<file path="src/rtl/aq32_regfile_pkg.sv">
`default_nettype none
// ============================================================================
// aq32_regfile_pkg : shared sizes, FSM states and port-A grant encoding
// Revision: 1.0
// ============================================================================
package aq32_regfile_pkg;

   localparam int REG_ADDR_W = 5;
   localparam int REG_COUNT  = 32;

   typedef enum logic [1:0] {
      ST_CLEAR = 2'd0,
      ST_RUN   = 2'd1,
      ST_ACK   = 2'd2
   } state_t;

   typedef enum logic [1:0] {
      GNT_NONE = 2'd0,
      GNT_CORE = 2'd1,
      GNT_DBG  = 2'd2,
      GNT_CLR  = 2'd3
   } grant_t;

endpackage
`default_nettype wire

</file>
<file path="src/rtl/aq32_regfile_arb.sv">
`default_nettype none
// ============================================================================
// aq32_regfile_arb : port-A grant decision and debug starvation counter
// Revision: 1.0
// ============================================================================
module aq32_regfile_arb
   import aq32_regfile_pkg::*;
#(
   parameter int STARVE_LIMIT = 8
) (
   input  logic   clk,
   input  logic   reset_n,
   input  state_t state,
   input  logic   core_wr_en,
   input  logic   dbg_req,
   output grant_t grant,
   output logic   core_stall
);

   localparam logic [7:0] LIMIT = 8'(STARVE_LIMIT);

   logic [7:0] r_starve_cnt;
   logic       w_forced;

   assign w_forced = dbg_req && (r_starve_cnt >= LIMIT);

   always_comb begin
      grant      = GNT_NONE;
      core_stall = 1'b0;
      case (state)
         ST_CLEAR: begin
            grant      = GNT_CLR;
            core_stall = 1'b1;
         end
         ST_RUN: begin
            if (w_forced) begin
               grant      = GNT_DBG;
               core_stall = 1'b1;
            end else if (core_wr_en) begin
               grant = GNT_CORE;
            end else if (dbg_req) begin
               grant = GNT_DBG;
            end
         end
         // Debug has just completed; only the core may use port A here.
         ST_ACK: begin
            if (core_wr_en) grant = GNT_CORE;
         end
         default: ;
      endcase
   end

   always_ff @(posedge clk or negedge reset_n) begin
      if (!reset_n) begin
         r_starve_cnt <= '0;
      end else if (!dbg_req || (grant == GNT_DBG)) begin
         r_starve_cnt <= '0;
      end else if ((state == ST_RUN) && (r_starve_cnt != 8'hFF)) begin
         r_starve_cnt <= r_starve_cnt + 8'd1;
      end
   end

endmodule
`default_nettype wire

</file>
<file path="src/rtl/aq32_regfile_ctrl.sv">
`default_nettype none
// ============================================================================
// aq32_regfile_ctrl : register-file sequencer, port-A arbiter, port-B forwarder
// Optional zero-fill after reset enabled by AQ32_REGFILE_CLEAR_EN.  Revision: 1.0
// ============================================================================
module aq32_regfile_ctrl
   import aq32_regfile_pkg::*;
#(
   parameter int WIDTH        = 32,
   parameter int STARVE_LIMIT = 8
) (
   input  logic                  clk,
   input  logic                  reset_n,
   output logic                  busy,
   output logic                  core_stall,
   input  logic                  core_wr_en,
   input  logic [REG_ADDR_W-1:0] core_wr_addr,
   input  logic [WIDTH-1:0]      core_wr_data,
   input  logic [REG_ADDR_W-1:0] core_rd_addr,
   output logic [WIDTH-1:0]      core_rd_data,
   input  logic                  dbg_req,
   input  logic                  dbg_we,
   input  logic [REG_ADDR_W-1:0] dbg_addr,
   input  logic [WIDTH-1:0]      dbg_wrdata,
   output logic                  dbg_ack,
   output logic [WIDTH-1:0]      dbg_rddata,
   output logic [REG_ADDR_W-1:0] ram_a_addr,
   output logic [WIDTH-1:0]      ram_a_wrdata,
   output logic [WIDTH-1:0]      ram_a_wren,
   input  logic [WIDTH-1:0]      ram_a_rddata,
   output logic [REG_ADDR_W-1:0] ram_b_addr,
   input  logic [WIDTH-1:0]      ram_b_rddata
);

   state_t r_state;
   grant_t w_grant;
   logic   w_fwd;

   aq32_regfile_arb #(
      .STARVE_LIMIT (STARVE_LIMIT)
   ) u_arb (
      .clk        (clk),
      .reset_n    (reset_n),
      .state      (r_state),
      .core_wr_en (core_wr_en),
      .dbg_req    (dbg_req),
      .grant      (w_grant),
      .core_stall (core_stall)
   );

`ifdef AQ32_REGFILE_CLEAR_EN
   logic [REG_ADDR_W-1:0] r_clr_cnt;
   assign busy = (r_state == ST_CLEAR);
`else
   assign busy = 1'b0;
`endif

   always_ff @(posedge clk or negedge reset_n) begin
      if (!reset_n) begin
`ifdef AQ32_REGFILE_CLEAR_EN
         r_state   <= ST_CLEAR;
         r_clr_cnt <= '0;
`else
         r_state   <= ST_RUN;
`endif
         dbg_ack    <= 1'b0;
         dbg_rddata <= '0;
      end else begin
         dbg_ack <= 1'b0;
         case (r_state)
`ifdef AQ32_REGFILE_CLEAR_EN
            ST_CLEAR: begin
               r_clr_cnt <= r_clr_cnt + REG_ADDR_W'(1);
               if (r_clr_cnt == REG_ADDR_W'(REG_COUNT - 1)) r_state <= ST_RUN;
            end
`endif
            ST_RUN: begin
               if (w_grant == GNT_DBG) begin
                  r_state <= ST_ACK;
                  dbg_ack <= 1'b1;
                  // x0 reads as zero regardless of what the RAM holds there.
                  if (!dbg_we) dbg_rddata <= (dbg_addr == '0) ? '0 : ram_a_rddata;
               end
            end
            ST_ACK:  r_state <= ST_RUN;
            default: r_state <= ST_RUN;
         endcase
      end
   end

   always_comb begin
      ram_a_addr   = '0;
      ram_a_wrdata = '0;
      ram_a_wren   = '0;
      case (w_grant)
         GNT_CORE: begin
            ram_a_addr   = core_wr_addr;
            ram_a_wrdata = core_wr_data;
            ram_a_wren   = {WIDTH{core_wr_addr != '0}};
         end
         GNT_DBG: begin
            ram_a_addr   = dbg_addr;
            ram_a_wrdata = dbg_wrdata;
            ram_a_wren   = {WIDTH{dbg_we && (dbg_addr != '0)}};
         end
`ifdef AQ32_REGFILE_CLEAR_EN
         GNT_CLR: begin
            ram_a_addr = r_clr_cnt;
            ram_a_wren = {WIDTH{1'b1}};
         end
`endif
         default: ;
      endcase
   end

   assign ram_b_addr   = core_rd_addr;
   assign w_fwd        = (w_grant == GNT_CORE) && (core_wr_addr == core_rd_addr);
   assign core_rd_data = (core_rd_addr == '0) ? '0 :
                         w_fwd                ? core_wr_data : ram_b_rddata;

endmodule
`default_nettype wire

</file>
<file path="config.mk">
export PLATFORM = sky130hd
export DESIGN_NAME = aq32_regfile_ctrl
export DESIGN_NICKNAME = d
export VERILOG_FILES = /design/src/rtl/aq32_regfile_pkg.sv /design/src/rtl/aq32_regfile_arb.sv /design/src/rtl/aq32_regfile_ctrl.sv
export SDC_FILE = /design/constraint.sdc
export NUM_CORES = 1
export LEC_CHECK = 0
export ABC_AREA = 1
export CAP_MARGIN = 20
export CELL_PAD_IN_SITES_DETAIL_PLACEMENT = 1
export CELL_PAD_IN_SITES_GLOBAL_PLACEMENT = 1
export CORE_ASPECT_RATIO = 0.75
export CORE_MARGIN = 4
export CORE_UTILIZATION = 19
export DETAILED_ROUTE_END_ITERATION = 10
export PLACE_DENSITY_LB_ADDON = 0.1
export SLEW_MARGIN = 20
export SYNTH_ARGS = -nofsm -noshare
export SYNTH_HDL_FRONTEND = slang
export SYNTH_SLANG_ARGS = --single-unit
</file>
<file path="constraint.sdc">
create_clock -name clk -period 4.4 [get_ports clk]
set_input_delay 1.1 -clock clk [delete_from_list [all_inputs] [get_ports clk]]
set_output_delay 1.1 -clock clk [all_outputs]
set_load 0.01 [all_outputs]
</file>
==> summary.txt <==
Yosys
  – Yosys reg bits: 43
  – Yosys top cell area share: 0.2893
  – Synth area leader: dfrtp_1
  – Post-synthesis net count: 755
  – Post-synthesis sequential area ratio: 0.2965
  – EDFF count, synth: 0
  – Post-synthesis area per instance: 6.026 um2
  – Synth cell count leaders: 213 x nand2_1, 78 x nor2_1, 50 x inv_1, 44 x nand3_1, 42 x dfrtp_1
  – Synth Instances: 603
  – Yosys warnings: 0
  – Cell Area, Synth: 3633 um2
  – Count leader, synth: nand2_1
  – Yosys cell types: 28
  – FFs w/ async S/R, synth: 1.000
  – Leading post-synthesis cells by cell area: dfrtp_1 29%, nand2_1 22%, buf_4 8.3%, nor2_1 8.1%, nand3_1 6.1%
  – Top_reg_cell synth: dfrtp_1

Worst setup path
  – CP Launch Point: core_wr_en
  – CP Class: primary input to primary output
  – Reg2reg start: u_arb.r_starve_cnt[3]$_DFFE_PN0P_
  – CP Launch Type: primary input
  – Reg2reg setup slack: 1990 ps
  – Arrival time of the worst setup path: 3160 ps
  – Reg-to-reg endpoint: dbg_rddata[29]$_DFFE_PN0P_
  – Crit path max fanout: 26
  – Path depth of the worst reg2reg path: 12
  – CP endpoint kind: primary output
  – CP required: 3300 ps

Floorplanning
  – # rows: 43
  – Die Width: 167.7 um
  – Die area: 21420 um2
  – Die Y: 127.8 um
  – Core box area: 18620 um2
  – I/O pin total: 289
  – Initial core utilization: 0.1952

Placed design
  – Port Buffers: 287
  – Dpl cells: 1089
  – Placed Area: 6608 um2
  – Worst slack, placed: -233.1 ps
  – DP HPWL: 14340 um
  – Gp weighted congestion: 0.8766

Timing
  – Worst slew pin tran: 747.9 ps
  – Setup Viol. Count Final: 0
  – Final hold violations: 0
  – Fmax: 234.9 MHz
  – Fin crit share: 0.9675
  – Worst hold slack: 495.6 ps
  – Setup WS post-layout: 142.8 ps
  – Final Max Tran Viols: 0
  – Fin crit period: 4257 ps
  – Setup Skew: 4.642 ps
  – RSZ-0062 raised after global routing: false
  – Slew HR: 0.5002

Clocking
  – CTS H-tree depth: 2
  – TritonCTS buffer count: 5
  – CTS tree: done
  – CTS Sinks: 43
  – Clock latency on the worst-skew pair: 280 ps
  – Clk buf depth: 2
  – Clock transition at path regs: 60 ps
  – Root buffer cell: clkbuf_16

Global route
  – Largest net degree at the start of global routing: 44
  – Gr usage total: 0.1657
  – Met2 GRT Util: 0.2915
  – Gr busiest metal: met2
  – Grt ovf: 0
  – Antenna violations before repair: 0
  – First-pass GRT wire length: 28650 um
  – Met1 global-route usage: 0.1957
  – GR Util met3: 0.05980
  – Number of global-route vias before repair: 5129

Pwr
  – Switching Fraction: 0.4009
  – Max rail drop VDD: 231.4 uV
  – Int Pwr: 1583 uW
  – Clock power frac: 0.135
  – Combinational power share: 0.624
  – Seq pwr share: 0.241
  – P per Cell Area: 389.7 nW/um2
  – Switching power: 1059 uW
  – Lkg Pwr: 0.003672 uW

Detailed routing
  – Starting DRT DRC Count: 167
  – DRC errors left: 0
  – First-pass DRT Iterations: 4
  – Post-Route WL: 18350 um
  – Wire per inst: 16.67 um
  – Antenna-violating nets left: 0
  – Vias: 4777
  – Vias per inst: 4.339

Layout
  – Diode count: 0
  – Nets: 1005
  – Area grow syn2layout: 86.57%
  – Design Area, Final: 6779 um2
  – Finished Layout Cells: 1101
  – Share of cells above drive strength 1: 0.07494
  – Layout Utilization: 0.3642

Job
  – Max capacitance violation total: 0

Hold path
  – Min-delay worst type: flop to flop
  – Hold Crit Start: dbg_rddata[16]$_DFFE_PN0P_
  – Hold Path Depth: 2
  – End point of the worst hold path: dbg_rddata[16]$_DFFE_PN0P_

Run status
  – Status: finished clean
## critical path, stage by stage
cell	delay, ps
clkdlybuf4s50_1	450
inv_1	60
nand2_1	70
a31oi_2	100
inv_1	70
ha_2	180
buf_4	160
buf_12	180
nand2_1	70
a21oi_1	150
clkdlybuf4s50_1	550
## final cells by class
cell class	count	area, um2
tap	247	309.0
fill	2318	11840
inverter	56	210.2
sequential	43	1077
timing repair buffer	313	3119
multi-input combinational	434	1927
clock buffer	8	136.4
## logic make-up (layout without fill, tap and decap cells)
family	count (synthesis)	count (layout)	synth area share
buffers and inverters	126	377	0.1822
xor gates and xnor gates	1	1	0.002411
other	1	1	0.001032
AOI/OAI and AO/OA	79	79	0.1109
DFF	43	43	0.2965
adders and majority gates	4	4	0.01377
and+or+nand+nor	349	349	0.3933
## how the worst max path moves through the flow
stage | to | cells past startpoint
2_1_floorplan | ram_a_wren[10] | 8
3_3_place_gp | core_rd_data[11] | 13
3_5_place_dp | core_rd_data[11] | 13
4_1_cts | ram_a_wrdata[24] | 9
5_1_grt | core_rd_data[11] | 14
6_report | ram_a_wrdata[7] | 11
## repair_timing
item / 4_1_cts / 5_1_grt
resized for setup: 78 / 40
hold buffers: 0 / 0
pin swaps: 1 / 2
gates cloned: 2 / 1
buffers inserted: 0 / 1
setup endpoints to repair: 92 / 43
## metal layers
layer,up-vias,part of all wire,wire (um)
li1,2329,-,-
met1,2256,0.41,7516
met2,174,0.49,8945
met3,18,0.084,1538
met4,0,0.019,350
met5,-,0,0
## sequential cells by signal, indices dropped and copies added (netlist names)
name	flops
dbg_rddata	32
dbg_ack	1
u_arb.r_starve_cnt	8
r_state	2
## layout by cell type (no fill, tap or decap), drive strengths merged, types with 4 or more instances in the layout
| cell | synthesis | layout |
|---|---|---|
| dlymetal6s2s | 0 | 21 |
| nor2 | 84 | 84 |
| dlygate4sd2 | 0 | 68 |
| a21oi | 40 | 40 |
| dfrtp | 42 | 42 |
| nand2 | 215 | 215 |
| clkbuf | 13 | 16 |
| o21ai | 37 | 37 |
| clkdlybuf4s50 | 0 | 189 |
| ha | 4 | 4 |
| buf | 57 | 25 |
| nand3 | 45 | 45 |
| inv | 56 | 56 |
## power by group through the flow
stage	Sequential (uW)	Clock, uW	Combinational, uW
3_3_place_gp	632	0	1770
5_1_grt	656	391	1810
4_1_cts	637	370	1700
2_1_floorplan	691	0	744
3_5_place_dp	635	0	1780
6_report	637	357	1650
## through the flow
stage	TNS, ps	power (uW)
floorplan	0	1435
global placement	-7356	2399
detailed placement	-9186	2413
CTS	0	2704
global route	0	2855
finish	0	2642
Power figures use the tool's default switching activity.
